**config.mk**
```make
export PLATFORM = sky130hd
export DESIGN_NAME = array_uart_receiver
export DESIGN_NICKNAME = d
export VERILOG_FILES = /design/src/rtl/array_uart_receiver.sv
export SDC_FILE = /design/constraint.sdc
export NUM_CORES = 1
export LEC_CHECK = 0
export ABC_CLOCK_PERIOD_IN_PS = 2000
export BUFFER_PORTS_ARGS = -buffer_cell sky130_fd_sc_hd__buf_2
export CAP_MARGIN = 20
export CELL_PAD_IN_SITES_DETAIL_PLACEMENT = 0
export CELL_PAD_IN_SITES_GLOBAL_PLACEMENT = 1
export CORE_MARGIN = 8
export CORE_UTILIZATION = 45
export CTS_BUF_LIST = sky130_fd_sc_hd__clkbuf_2
export DETAILED_ROUTE_END_ITERATION = 10
export GPL_ROUTABILITY_DRIVEN = 0
export GPL_TIMING_DRIVEN = 0
export HOLD_SLACK_MARGIN = 0.06
export PLACE_DENSITY_LB_ADDON = 0.1
export REMOVE_ABC_BUFFERS = 1
export SYNTH_ARGS = -nofsm -noshare
export SYNTH_HDL_FRONTEND = slang
export SYNTH_SLANG_ARGS = --single-unit
```
**constraint.sdc**
```tcl
create_clock -name clk -period 2 [get_ports clk]
set_input_delay 0.4 -clock clk [delete_from_list [all_inputs] [get_ports clk]]
set_output_delay 0.4 -clock clk [all_outputs]
set_load 0.005 [all_outputs]
```
**src/rtl/array_uart_receiver.sv**
```systemverilog
// array_uart_receiver: 8N1 UART receiver that packs consecutive bytes into a
// DATA_WIDTH-bit word. The first byte lands in the top byte lane.
//
// Ports:
//   clk         - single clock, rising edge
//   rst_n       - asynchronous active-low reset
//   uart_rx     - asynchronous serial line, idle high
//   data_array  - last complete word; holds its value between completions
//   data_valid  - one-cycle pulse when data_array takes a new word
//   frame_error - one-cycle pulse when a stop bit is sampled low
//   busy        - high whenever the receiver is not idle
//
// Optional feature: define ARRAY_UART_RX_TIMEOUT_EN to drop a partial word
// after TIMEOUT_BITS bit periods of idle line.
`timescale 1ns/1ps
module array_uart_receiver #(
  parameter int unsigned CLOCK_FREQ   = 50_000_000,
  parameter int unsigned BAUD_RATE    = 115200,
  parameter int unsigned DATA_WIDTH   = 32,
  parameter int unsigned TIMEOUT_BITS = 20
) (
  input  logic                  clk,
  input  logic                  rst_n,
  input  logic                  uart_rx,
  output logic [DATA_WIDTH-1:0] data_array,
  output logic                  data_valid,
  output logic                  frame_error,
  output logic                  busy
);

  localparam int unsigned ClksPerBit = CLOCK_FREQ / BAUD_RATE;
  localparam int unsigned HalfBit    = ClksPerBit / 2;
  localparam int unsigned NumBytes   = DATA_WIDTH / 8;
  localparam int unsigned CntW       = $clog2(ClksPerBit + 1);
  localparam int unsigned BcW        = $clog2(NumBytes + 1);

  localparam logic [CntW-1:0] BitLast  = CntW'(ClksPerBit - 1);
  localparam logic [CntW-1:0] HalfLast = CntW'(HalfBit - 1);
  localparam logic [BcW-1:0]  ByteLast = BcW'(NumBytes - 1);

  localparam logic [2:0] StIdle    = 3'd0;
  localparam logic [2:0] StStart   = 3'd1;
  localparam logic [2:0] StData    = 3'd2;
  localparam logic [2:0] StStop    = 3'd3;
  localparam logic [2:0] StRecover = 3'd4;

  if ((DATA_WIDTH % 8) != 0 || DATA_WIDTH < 8 || TIMEOUT_BITS < 1) begin : g_bad_params
    $error("DATA_WIDTH must be a nonzero multiple of 8 and TIMEOUT_BITS at least 1");
  end

  logic                  rx_meta_q, rx_sync_q;
  logic [2:0]            state_q, state_d;
  logic [CntW-1:0]       clk_cnt_q, clk_cnt_d;
  logic [2:0]            bit_idx_q, bit_idx_d;
  logic [7:0]            rx_byte_q, rx_byte_d;
  logic [BcW-1:0]        byte_cnt_q, byte_cnt_d;
  logic [DATA_WIDTH-1:0] array_sh_q, array_sh_d;
  logic [DATA_WIDTH-1:0] data_array_q, data_array_d;
  logic                  data_valid_q, data_valid_d;
  logic                  frame_error_q, frame_error_d;

`ifdef ARRAY_UART_RX_TIMEOUT_EN
  localparam logic [31:0] TimeoutClks = 32'(TIMEOUT_BITS * ClksPerBit);
  logic [31:0] idle_cnt_q, idle_cnt_d;
`endif

  // Two-flop synchronizer; flops reset to the idle-line level.
  always_ff @(posedge clk or negedge rst_n) begin
    if (!rst_n) begin
      rx_meta_q <= 1'b1;
      rx_sync_q <= 1'b1;
    end else begin
      rx_meta_q <= uart_rx;
      rx_sync_q <= rx_meta_q;
    end
  end

  always_comb begin
    state_d       = state_q;
    clk_cnt_d     = clk_cnt_q;
    bit_idx_d     = bit_idx_q;
    rx_byte_d     = rx_byte_q;
    byte_cnt_d    = byte_cnt_q;
    array_sh_d    = array_sh_q;
    data_array_d  = data_array_q;
    data_valid_d  = 1'b0;
    frame_error_d = 1'b0;

    case (state_q)
      StIdle: begin
        if (!rx_sync_q) begin
          state_d   = StStart;
          clk_cnt_d = '0;
        end
      end
      StStart: begin
        // Mid-start-bit sample rejects glitches shorter than half a bit.
        if (clk_cnt_q == HalfLast) begin
          clk_cnt_d = '0;
          bit_idx_d = '0;
          state_d   = rx_sync_q ? StIdle : StData;
        end else begin
          clk_cnt_d = clk_cnt_q + 1'b1;
        end
      end
      StData: begin
        if (clk_cnt_q == BitLast) begin
          clk_cnt_d = '0;
          rx_byte_d = {rx_sync_q, rx_byte_q[7:1]};
          if (bit_idx_q == 3'd7) begin
            state_d = StStop;
          end else begin
            bit_idx_d = bit_idx_q + 1'b1;
          end
        end else begin
          clk_cnt_d = clk_cnt_q + 1'b1;
        end
      end
      StStop: begin
        if (clk_cnt_q == BitLast) begin
          clk_cnt_d = '0;
          if (rx_sync_q) begin
            state_d = StIdle;
            if (byte_cnt_q == ByteLast) begin
              data_array_d = (array_sh_q << 8) | DATA_WIDTH'(rx_byte_q);
              data_valid_d = 1'b1;
              byte_cnt_d   = '0;
              array_sh_d   = '0;
            end else begin
              array_sh_d = (array_sh_q << 8) | DATA_WIDTH'(rx_byte_q);
              byte_cnt_d = byte_cnt_q + 1'b1;
            end
          end else begin
            // Bad stop bit poisons the whole word in progress.
            frame_error_d = 1'b1;
            byte_cnt_d    = '0;
            array_sh_d    = '0;
            state_d       = StRecover;
          end
        end else begin
          clk_cnt_d = clk_cnt_q + 1'b1;
        end
      end
      StRecover: begin
        if (rx_sync_q) begin
          state_d = StIdle;
        end
      end
      default: state_d = StIdle;
    endcase

`ifdef ARRAY_UART_RX_TIMEOUT_EN
    // Runs only while idle with a partial word; a falling edge starts a new
    // byte instead, so the two never update byte_cnt_d in the same cycle.
    idle_cnt_d = '0;
    if (state_q == StIdle && rx_sync_q && byte_cnt_q != '0) begin
      if (idle_cnt_q > TimeoutClks) begin
        byte_cnt_d = '0;
        array_sh_d = '0;
      end else begin
        idle_cnt_d = idle_cnt_q + 1'b1;
      end
    end
`endif
  end

  always_ff @(posedge clk or negedge rst_n) begin
    if (!rst_n) begin
      state_q       <= StIdle;
      clk_cnt_q     <= '0;
      bit_idx_q     <= '0;
      rx_byte_q     <= '0;
      byte_cnt_q    <= '0;
      array_sh_q    <= '0;
      data_array_q  <= '0;
      data_valid_q  <= 1'b0;
      frame_error_q <= 1'b0;
    end else begin
      state_q       <= state_d;
      clk_cnt_q     <= clk_cnt_d;
      bit_idx_q     <= bit_idx_d;
      rx_byte_q     <= rx_byte_d;
      byte_cnt_q    <= byte_cnt_d;
      array_sh_q    <= array_sh_d;
      data_array_q  <= data_array_d;
      data_valid_q  <= data_valid_d;
      frame_error_q <= frame_error_d;
    end
  end

`ifdef ARRAY_UART_RX_TIMEOUT_EN
  always_ff @(posedge clk or negedge rst_n) begin
    if (!rst_n) begin
      idle_cnt_q <= '0;
    end else begin
      idle_cnt_q <= idle_cnt_d;
    end
  end
`endif

  assign data_array  = data_array_q;
  assign data_valid  = data_valid_q;
  assign frame_error = frame_error_q;
  assign busy        = (state_q != StIdle);

endmodule
```
==> results.md, run 1 <==
* Fin cells at 427
* Leak at 2.21 nW
* Async SR Flop Fraction at 1.00
* EDFF count, synth at 0
* CP top delay family: buffers and inverters
* Worst path slowest cell: dfrtp_1
* Worst setup SP type: flop
* Chip width at 105 um
* Total CTS buffers at 9
* Area contributors post-synth: dfrtp_1 59%, mux2_2 13%, a22o_1 7.9%
* Max-cap violations at 0
* Seq/Total Area, Yosys at 0.606
* H-tree depth at 3
* Layout Nets at 329
* Synthesized cell area at 3560 um^2
* RSZ-0062 raised after global routing: true
* Rows at 32
* Drt wl/cell at 17.0 um
* DP HPWL at 4330 um
* Synth cell types at 39
* Fin crit share at 1.03
* Rel. slew slack at 0.591
* Cell mode on critical path: buf_12
* Die area at 11000 um^2
* Clk_lat worst skew at 0.50 ns
* Total gr overflow at 0
* Final setup margin at -0.0602 ns
* Area Overhead vs Synth at 24.1%
* DR iter-0 viols at 61
* Most frequent cells in the layout: 80 x dfrtp_1, 36 x buf_2, 32 x a22o_1, 27 x mux2_4, 17 x buf_4
* Max VDD drop at 312 uV
* Leading cell type in the layout, fill and taps excluded: dfrtp_1
* Yosys warnings at 0
* Fin crit period at 2.06 ns
* Worst Hold Class: in -> async
* Worst-path fanout max at 8
* Mapped Cells at 257
* Clock root buffer: clkbuf_2
* Syn_area_per_cell at 13.8 um^2
* WP data required at 2.43 ns
* Post-route ant nets at 0
* Num Clock Sinks at 86
* Final Max Tran Viols at 0
* Violated checks: setup timing
* Leading area contributor after synthesis: dfrtp_1
* Max Freq at 0.485 GHz
* Final Hold Fails at 0
* Gr usage total at 0.138
* TritonCTS clock tree: built
* Slew of the pin with the lowest slew margin at 0.613 ns
* Placed Instances at 384
* CP arrival at 2.49 ns
* Reg clk slew, reported paths at 0.24 ns
* Share of the synthesized area in the top cell type at 0.591
* Input/output buffers at 37
* DRT Wirelength at 7260 um
* Synthesized flop and latch total at 86
* DR vias/cell at 5.35
* Setup WS pre-CTS at -0.689 ns
* Critical path start-end classification: reg -> reg
* Worst Setup End Kind: flop
* Ant diodes at 0
* Largest net degree at the start of global routing at 59
* I/O pins at 38
* Layout cell share with drive strength beyond 1 at 0.437
* Dominant synthesized flop cell: dfrtp_1
* First-pass GRT wire length at 12400 um
* DRT Pass-1 Iters at 4
* Initial antenna violation count at 0
* Initial Utilization at 0.463
* WP buf/inv at 4
* DRC violations left at 0
* DR vias at 2284
* Status: finished with violations
* Vias in the first global route at 2385
* Worst path max stage delay at 0.45 ns
* Clock Path Buffers at 2
* PwrDens at 613 nW/um^2
* Crit path cell chain: inv_2 > ha_4 > nand4b_4 > nor3_4 > buf_12 > nand4_4 > buf_12 > nor2_4 > buf_8 > mux2_2
* Setup-failing EPs final at 23
* Clk_skew at 0.0222 ns
* CORE AREA at 7690 um^2
* Die Span Y at 105 um
[cell families (layout without fill, tap and decap cells)]
| logic type | count (synthesis) | in the layout | synth area share |
|---|---|---|---|
| multiplexers | 44 | 44 | 0.139 |
| AND/OR/NAND/NOR | 49 | 51 | 0.0866 |
| flip-flops | 86 | 86 | 0.606 |
| buffers and inverters | 20 | 86 | 0.0306 |
| AO/OA/AOI/OAI | 52 | 52 | 0.117 |
| adder cells (fa/ha/maj) | 6 | 6 | 0.0211 |
[cell usage after synthesis (2+ instances only)]
| library cell | count |
|---|---|
| dfrtp_1 | 84 |
| clkbuf_1 | 7 |
| mux2i_1 | 2 |
| buf_6 | 3 |
| buf_4 | 2 |
| or3_1 | 2 |
| nor4b_1 | 2 |
| ha_1 | 6 |
| nand2_1 | 8 |
| dfstp_2 | 2 |
| nand3_1 | 2 |
| a22o_1 | 32 |
| o21ai_0 | 8 |
| inv_1 | 5 |
| buf_2 | 3 |
| mux2_2 | 41 |
| and3_1 | 4 |
| nor2_1 | 11 |
| nor2b_1 | 9 |
| a211oi_1 | 2 |
| a21oi_1 | 4 |
[worst register-to-register path, delay by kind of cell (launching register included)]
kind	cells	cell delay, ns
buf+inv	4	0.54
simple gates	4	0.52
flops	1	0.45
mux	1	0.34
fa+ha+maj	1	0.14
[state kept, by name, summed over array words and instances (netlist names)]
| signal | flops |
|---|---|
| data_valid | 1 |
| rx_byte_q | 8 |
| byte_cnt_q | 3 |
| rx_meta_q | 1 |
| bit_idx_q | 3 |
| frame_error | 1 |
| state_q | 3 |
| rx_sync_q | 1 |
| clk_cnt_q | 9 |
| array_sh_q | 24 |
| data_array | 32 |
[stage by stage]
stage                     hold slack [ns]  power [mW]   util  cell area, um^2  TNS, ns
after floorplan                     0.104        1.78      -             3470   -19.55
after global placement              0.346        1.82  0.492             3780   -75.34
after detailed placement            0.350        1.82  0.503             3870   -32.09
after CTS                           0.288        2.74  0.566             4350   -0.214
after global routing                0.288        2.82  0.574             4410    -5.29
final                               0.318        2.71  0.574             4410   -0.865
[path summary, 6_finish.rpt]
path / depth (start not counted) / start / endpoint / slack, ns
worst max-delay path: 10 / clk_cnt_q[1] / data_array[9] / -0.06
worst min-delay path: 2 / rst_n / data_array[31] / 0.32
worst max register to register: 10 / clk_cnt_q[1] / data_array[9] / -0.06
worst min register to register: 0 / rx_meta_q / rx_sync_q / 0.37
max in group asynchronous: 3 / rst_n / rx_meta_q / 1.01
min in group clk: 0 / rx_meta_q / rx_sync_q / 0.37
[per-layer routing]
layer	part of all wire	GRT usage	routed length [um]
met1	0.47	0.174	3390
met5	0	0	0
met2	0.49	0.222	3530
met3	0.033	0.0369	241
met4	0.014	0.0540	104
[repair_timing]
action                                 CTS  global route
endpoints found under the hold margin   29             0
gates resized for setup                 33            26
buffers inserted                        21             4
gates cloned                             2             1
hold buffers                             2             0
setup endpoints to repair               78            75
pin swaps                                6             5
[where the power goes]
part,leakage (nW),switching (mW),internal [mW],total (mW)
combinational,0.963,0.0343,0.0108,0.0451
clock,0.0729,0.608,0.304,0.912
sequential,1.17,0.00441,1.75,1.75
[final cells by class]
class                           instances  area [um^2]
Clock buffer                           10         50.0
Clock inverter                          6         68.8
Fill cell                             670         3270
Inverter                                5         18.8
Multi-Input combinational cell        153         1470
Sequential cell                        86         2160
Tap cell                              102          128
Timing Repair Buffer                   65          518
No activity file was read; power rests on OpenSTA's default activity.
==> inputs of run 2 (changes only) <==
--- a/config.mk
+++ b/config.mk
@@ -5,14 +5,13 @@
 export SDC_FILE = /design/constraint.sdc
 export NUM_CORES = 1
 export LEC_CHECK = 0
-export ABC_CLOCK_PERIOD_IN_PS = 2000
+export ABC_CLOCK_PERIOD_IN_PS = 2420
 export BUFFER_PORTS_ARGS = -buffer_cell sky130_fd_sc_hd__buf_2
 export CAP_MARGIN = 20
 export CELL_PAD_IN_SITES_DETAIL_PLACEMENT = 0
 export CELL_PAD_IN_SITES_GLOBAL_PLACEMENT = 1
 export CORE_MARGIN = 8
-export CORE_UTILIZATION = 45
-export CTS_BUF_LIST = sky130_fd_sc_hd__clkbuf_2
+export CORE_UTILIZATION = 50
 export DETAILED_ROUTE_END_ITERATION = 10
 export GPL_ROUTABILITY_DRIVEN = 0
 export GPL_TIMING_DRIVEN = 0
==> constraint.sdc (replaced) <==
create_clock -name clk -period 2.42 [get_ports clk]
set_input_delay 0.484 -clock clk [delete_from_list [all_inputs] [get_ports clk]]
set_output_delay 0.484 -clock clk [all_outputs]
set_load 0.005 [all_outputs]
==> results.md, run 2 (synthesis results as in run 1) <==
* Post-route ant nets at 0 (unchanged)
* Area of placed instances at 3830 um^2 (was 3870 um^2)
* Ant diodes at 0 (unchanged)
* Setup WS pre-CTS at -0.293 ns (was -0.689 ns)
* Finished Cell Area at 4090 um^2 (was 4410 um^2)
* Initial antenna violation count at 0 (unchanged)
* Worst Reg-to-Reg Cells at 8 (was 10)
* Final setup margin at 0.173 ns (was -0.0602 ns)
* RSZ-0062 raised after global routing: false (was true)
* Die Span Y at 100 um (was 105 um)
* WP data required at 2.65 ns (was 2.43 ns)
* Layout cell share with drive strength beyond 1 at 0.370 (was 0.437)
* R2r setup slk at 0.17 ns (was -0.06 ns)
* I/O pins at 38 (unchanged)
* Worst-path fanout max at 14 (was 8)
* Clock Path Buffers at 2 (unchanged)
* DR WL met2 at 2830 um (was 3530 um)
* Final Max Tran Viols at 0 (unchanged)
* Rel. slew slack at 0.623 (was 0.591)
* DRT Pass-1 Iters at 6 (was 4)
* Layout Nets at 307 (was 329)
* Clock root buffer: clkbuf_8 (was clkbuf_2)
* Max-cap violations at 0 (unchanged)
* Fin crit share at 0.929 (was 1.03)
* Switching power at 0.565 mW (was 0.647 mW)
* CORE AREA at 6830 um^2 (was 7690 um^2)
* DR vias at 2144 (was 2284)
* Worst Setup End Kind: flop (unchanged)
* H-tree depth at 3 (unchanged)
* Fin crit period at 2.25 ns (was 2.06 ns)
* Chip width at 100 um (was 105 um)
* Gr usage total at 0.138 (about the same)
* DP HPWL at 4010 um (was 4330 um)
* Worst setup SP type: flop (unchanged)
* Num Clock Sinks at 86 (unchanged)
* Worst Hold Class: in -> async (unchanged)
* Rows at 30 (was 32)
* Critical path start-end classification: reg -> reg (unchanged)
* Clk_lat worst skew at 0.36 ns (was 0.50 ns)
* Most frequent cells in the layout: 84 x dfrtp_1, 41 x mux2_2, 36 x buf_2, 32 x a22o_1, 11 x nor2_1 (was 80 x dfrtp_1, 36 x buf_2, 32 x a22o_1, 27 x mux2_4, 17 x buf_4)
* Total gr overflow at 0 (unchanged)
* Leak at 2.09 nW (was 2.21 nW)
* Initial Utilization at 0.521 (was 0.463)
* Final Hold Fails at 0 (unchanged)
* Int Power at 1.86 mW (was 2.06 mW)
* Met3 WL at 235 um (was 241 um)
* M1 wire length at 3070 um (was 3390 um)
* Largest register FFs at 32 (unchanged)
* Setup TNS Final at 0 ns (was -0.865 ns)
* Max Freq at 0.445 GHz (was 0.485 GHz)
* Vias in the first global route at 2169 (was 2385)
* TritonCTS clock tree: built (unchanged)
* Total CTS buffers at 9 (unchanged)
* First-pass GRT wire length at 11000 um (was 12400 um)
* Reg2reg end: data_array[13] (was data_array[9])
* Drt wl/cell at 15.7 um (was 17.0 um)
* Area of the multi-input gates at 1310 um^2 (was 1470 um^2)
* Status: complete, no violations (was finished with violations)
* Input/output buffers at 37 (unchanged)
* Largest net degree at the start of global routing at 53 (was 59)
* DR top layer: met4 (unchanged)
* DR vias/cell at 5.37 (was 5.35)
* Setup-failing EPs final at 0 (was 23)
* Gate power share at 0.014 (was 0.017)
* Final Power at 2.43 mW (was 2.71 mW)
* Die area at 10100 um^2 (was 11000 um^2)
* CP arrival at 2.48 ns (was 2.49 ns)
* Fill cells at 586 (was 670)
* Layout Utilization at 0.599 (was 0.574)
* Area Overhead vs Synth at 15.1% (was 24.1%)
* Leading cell type in the layout, fill and taps excluded: dfrtp_1 (unchanged)
* DR iter-0 viols at 56 (was 61)
* Clock network fraction of design power at 0.392 (was 0.337)
* Register area at 2150 um^2 (was 2160 um^2)
* R2r startpoint: clk_cnt_q[1] (unchanged)
* Reg power frac at 0.594 (was 0.647)
* Max VDD drop at 262 uV (was 312 uV)
* DRC violations left at 0 (unchanged)
* Slew of the pin with the lowest slew margin at 0.565 ns (was 0.613 ns)
* Clk_skew at 0.0142 ns (was 0.0222 ns)
* PwrDens at 594 nW/um^2 (was 613 nW/um^2)
* Reg clk slew, reported paths at 0.09 ns (was 0.24 ns)
* DRT Wirelength at 6270 um (was 7260 um)
* Sw frac at 0.233 (was 0.239)
==> run 2: cell count changes in the layout (fill, tap and decap cells not counted), sizes merged <==
cell | previous run | this run
and3b | 2 | 1
inv | 7 | 8
dlygate4sd3 | 2 | 0
bufinv | 1 | 0
buf | 63 | 44
==> run 2: power by group through the flow <==
stage | sequential, mW | combinational (mW) | clock, mW
2_1_floorplan | 1.47 | 0.000713 | 0
3_3_place_gp | 1.47 | 0.0309 | 0
3_5_place_dp | 1.47 | 0.0372 | 0
4_1_cts | 1.44 | 0.0373 | 0.986
5_1_grt | 1.44 | 0.0413 | 1.04
6_report | 1.44 | 0.0345 | 0.953
==> run 2: layer usage <==
layer	vias up	track usage
li1	1013	-
met1	1088	0.184
met2	32	0.207
met3	11	0.0304
met4	0	0.0698
met5	-	0
==> run 2: area by class of cell <==
class                   count  share of cell area
well taps                  96              0.0294
repair buffers             44              0.0734
multi-input cells         152               0.319
flip-flops and latches     86               0.527
inverters                   5             0.00459
clock buffers              10              0.0336
clock inverters             6              0.0131
==> run 2: how the worst max path moves through the flow <==
stage,endpoint,cells after the start,start
after floorplan,byte_cnt_q[0],7,clk_cnt_q[1]
after global placement,byte_cnt_q[0],7,clk_cnt_q[1]
after detailed placement,data_array[31],7,clk_cnt_q[1]
after CTS,data_array[13],8,clk_cnt_q[1]
after global routing,data_array[4],8,clk_cnt_q[1]
final,data_array[13],8,clk_cnt_q[1]
==> run 2: timing repair <==
item                                   4_1_cts  5_1_grt
pin swaps                                    2        1
gates resized for setup                      1        0
setup endpoints to repair                   32       20
gates cloned                                 1        0
hold buffers                                 0        0
endpoints found under the hold margin        0        0
buffers inserted                             4        0
==> run 2: metrics by stage <==
stage	hold WS [ns]	instances
finish	0.0744	399
global route	0.0980	399
CTS	0.0729	399
detailed placement	0.348	378
global placement	0.347	375
floorplan	0.188	242
==> run 2: critical path, cell delays in order (launching register included) <==
cell and delay, ns:
dfrtp_1 0.40, inv_1 0.10, ha_1 0.17, nand4b_2 0.14
nor3_4 0.34, nand4_2 0.26, nor2_4 0.21, buf_12 0.17
mux2_2 0.34
==> inputs of run 3 (changes only) <==
--- a/config.mk
+++ b/config.mk
@@ -5,13 +5,14 @@
 export SDC_FILE = /design/constraint.sdc
 export NUM_CORES = 1
 export LEC_CHECK = 0
+export ABC_AREA = 1
 export ABC_CLOCK_PERIOD_IN_PS = 2420
 export BUFFER_PORTS_ARGS = -buffer_cell sky130_fd_sc_hd__buf_2
 export CAP_MARGIN = 20
 export CELL_PAD_IN_SITES_DETAIL_PLACEMENT = 0
 export CELL_PAD_IN_SITES_GLOBAL_PLACEMENT = 1
-export CORE_MARGIN = 8
-export CORE_UTILIZATION = 50
+export CORE_UTILIZATION = 49
+export CTS_CLUSTER_DIAMETER = 150
 export DETAILED_ROUTE_END_ITERATION = 10
 export GPL_ROUTABILITY_DRIVEN = 0
 export GPL_TIMING_DRIVEN = 0
==> results.md, run 3 <==
* DP HPWL at 4550 um (was 4010 um)
* CP arrival at 2.42 ns (was 2.48 ns)
* H-tree depth at 3 (unchanged)
* Crit path cell chain: ha_1 > nand2_2 > nor2_4 > nand3_4 > o21ai_2 (was inv_1 > ha_1 > nand4b_2 > nor3_4 > nand4_2 > nor2_4 > buf_12 > mux2_2)
* Synth Area in Adders at 0.0183 (was 0.0211)
* Clock root buffer: clkbuf_8 (unchanged)
* Worst-path fanout max at 32 (was 14)
* Worst Hold Class: in -> async (unchanged)
* Area Overhead vs Synth at 10.3% (was 15.1%)
* Initial antenna violation count at 0 (unchanged)
* R2r setup slk at 0.26 ns (was 0.17 ns)
* PwrDens at 577 nW/um^2 (was 594 nW/um^2)
* R2r startpoint: byte_cnt_q[0] (was clk_cnt_q[1])
* Synth cell types at 24 (was 39)
* Synthesized flop and latch total at 86 (unchanged)
* Placed Instances at 561 (was 378)
* Final Hold Fails at 0 (unchanged)
* Die area at 8730 um^2 (was 10100 um^2)
* DRC violations left at 0 (unchanged)
* Crit path from: byte_cnt_q[0] (was clk_cnt_q[1])
* Clock Path Buffers at 2 (unchanged)
* Ant diodes at 0 (unchanged)
* Total gr overflow at 0 (unchanged)
* CP top delay family: simple AND/OR/NAND/NOR gates (unchanged)
* Seq/Total Area, Yosys at 0.526 (was 0.606)
* Chip width at 93.4 um (was 100 um)
* Most common cell in the synthesized netlist: nand2_1 (was dfrtp_1)
* Critical path start-end classification: reg -> reg (unchanged)
* Setup-failing EPs final at 0 (unchanged)
* Clk_skew at 0.0127 ns (was 0.0142 ns)
* Slew of the pin with the lowest slew margin at 1.03 ns (was 0.565 ns)
* Vias in the first global route at 2666 (was 2169)
* Layout cell share with drive strength beyond 1 at 0.265 (was 0.370)
* CORE AREA at 7890 um^2 (was 6830 um^2)
* Commonest cells post-synth: 115 x nand2_1, 84 x dfrtp_1, 56 x o21ai_2, 52 x inv_1, 44 x nand3_1 (was 84 x dfrtp_1, 41 x mux2_2, 32 x a22o_1, 11 x nor2_1, 9 x nor2b_1)
* Async SR Flop Fraction at 1.00 (unchanged)
* DR vias/cell at 4.99 (was 5.37)
* Max-cap violations at 0 (unchanged)
* DRT Pass-1 Iters at 4 (was 6)
* Mux cell area share after synthesis at 0 (was 0.139)
* Max Freq at 0.462 GHz (was 0.445 GHz)
* Post-route ant nets at 0 (unchanged)
* Yosys warnings at 0 (unchanged)
* Final Max Tran Viols at 0 (unchanged)
* Status: complete, no violations (unchanged)
* DR iter-0 viols at 163 (was 56)
* Synth Area in Compound Gates at 0.146 (was 0.117)
* Synth Area in XOR/XNOR at 0.00641 (was 0)
* WP buf/inv at 0 (was 2)
* Drt wl/cell at 13.1 um (was 15.7 um)
* Total CTS buffers at 9 (unchanged)
* Reg2reg end: data_array[9] (was data_array[13])
* Post-CTS Hold Buffers at 0 (unchanged)
* EDFF count, synth at 0 (unchanged)
* Worst setup SP type: flop (unchanged)
* Fin crit share at 0.895 (was 0.929)
* Crit path capture: data_array[9] (was data_array[13])
* Rows at 32 (was 30)
* Synthesized cell area at 4100 um^2 (was 3560 um^2)
* Worst path max stage delay at 0.49 ns (was 0.40 ns)
* RSZ-0062 raised after global routing: false (unchanged)
* Input/output buffers at 37 (unchanged)
* Most frequent cells in the layout: 114 x nand2_1, 84 x dfrtp_1, 56 x o21ai_2, 52 x inv_1, 44 x nand3_1 (was 84 x dfrtp_1, 41 x mux2_2, 36 x buf_2, 32 x a22o_1, 11 x nor2_1)
* Num Clock Sinks at 86 (unchanged)
* Fin crit period at 2.16 ns (was 2.25 ns)
* Leading cell type in the layout, fill and taps excluded: nand2_1 (was dfrtp_1)
* Leading area contributor after synthesis: dfrtp_1 (unchanged)
* Worst path slowest cell: nand3_4 (was dfrtp_1)
* Layout Nets at 480 (was 307)
* Share of the synthesized area in the top cell type at 0.513 (was 0.591)
* Leak at 2.16 nW (was 2.09 nW)
* Clk_lat worst skew at 0.35 ns (was 0.36 ns)
* Fill cells at 743 (was 586)
* WP data required at 2.68 ns (was 2.65 ns)
* Worst Setup End Kind: flop (unchanged)
* Stages on the worst setup path at 5 (was 8)
* Rel. slew slack at 0.315 (was 0.623)
* TritonCTS clock tree: built (unchanged)
* Reg clk slew, reported paths at 0.09 ns (about the same)
* DRT Wirelength at 7590 um (was 6270 um)
* Fin cells at 578 (was 399)
* Syn_area_per_cell at 9.33 um^2 (was 13.8 um^2)
* Dominant synthesized flop cell: dfrtp_1 (unchanged)
* Die Span Y at 93.4 um (was 100 um)
* DR vias at 2883 (was 2144)
* Largest register FFs at 32 (unchanged)
* Max VDD drop at 293 uV (was 262 uV)
* Initial Utilization at 0.519 (was 0.521)
* Largest family of logic cells by synthesized area: simple AND/OR/NAND/NOR gates (was multiplexers)
* First-pass GRT wire length at 12700 um (was 11000 um)
* Largest net degree at the start of global routing at 53 (unchanged)
* I/O pins at 38 (unchanged)
* Gr usage total at 0.192 (was 0.138)
* Worst Reg-to-Reg Cells at 5 (was 8)
* WHS at 0.0750 ns (was 0.0744 ns)
* Mapped Cells at 439 (was 257)
* Area contributors post-synth: dfrtp_1 51%, o21ai_2 12%, nand2_1 11% (was dfrtp_1 59%, mux2_2 13%, a22o_1 7.9%)
* Post-Synth Simple-Gate Area at 0.210 (was 0.0866)
## run 3: cell count changes after synthesis, moves of 9 or more
cell / delta
a22o_1: -32
nor2b_1: -9
o21ai_2: +56
inv_1: +47
nand2_1: +107
mux2_2: -41
buf_6: +10
nand3_1: +42
## run 3: worst min-delay path by stage
stage                         end  slack (ns)  cells after the start
floorplan           array_sh_q[0]        0.19                      0
global route         clk_cnt_q[6]        0.11                      1
CTS                  clk_cnt_q[5]        0.09                      1
global placement        rx_sync_q        0.35                      0
finish               clk_cnt_q[5]        0.07                      1
detailed placement      rx_sync_q        0.35                      0
## run 3: report_power, final
| part | total (mW) | leakage [nW] | switching (mW) | internal (mW) |
|---|---|---|---|---|
| Combinational | 0.0351 | 0.872 | 0.0281 | 0.00696 |
| Sequential | 1.45 | 1.18 | 0.0112 | 1.44 |
| Clock | 1.12 | 0.112 | 0.529 | 0.592 |
| Total | 2.61 | 2.16 | 0.568 | 2.04 |
## run 3: repair_timing
action,4_1_cts,5_1_grt
setup endpoints to repair,32,24
buffers inserted,0,0
gates cloned,1,0
resized for setup,2,1
pin swaps,1,1
## run 3: layout make-up
cell class,instances,area [um^2],area share
Clock buffer,10,128,0.0282
Clock inverter,6,91.3,0.0202
Inverter,56,215,0.0476
Multi-Input combinational cell,280,1590,0.351
Sequential cell,86,2150,0.477
Tap cell,102,128,0.0282
Timing Repair Buffer,38,215,0.0476
## run 3: per-layer routing
| layer | global-route usage | wire, um | up-vias |
|---|---|---|---|
| met5 | 0 | 0 | - |
| met4 | 0.0885 | 127 | 0 |
| met3 | 0.0301 | 226 | 12 |
| met2 | 0.295 | 3320 | 42 |
| met1 | 0.267 | 3910 | 1349 |
| li1 | - | - | 1480 |
## run 3: kinds of logic after synthesis
kind of cell               after synthesis
xor gates and xnor gates                 3
AOI/OAI and AO/OA                       76
buffers and inverters                   74
and+or+nand+nor                        194
DFF                                     86
adders and majority gates                6
## run 3: stage by stage
stage | worst slack, ns | instance area, um^2 | power, mW | setup TNS [ns] | utilization
detailed placement | -0.300 | 4270 | 1.52 | -8.44 | 0.542
global route | 0.0645 | 4520 | 2.68 | 0 | 0.573
global placement | -0.264 | 4240 | 1.51 | -8.15 | 0.538
floorplan | 0.314 | 3930 | 1.48 | 0 | -
finish | 0.255 | 4520 | 2.61 | 0 | 0.573
CTS | 0.120 | 4510 | 2.64 | 0 | 0.572
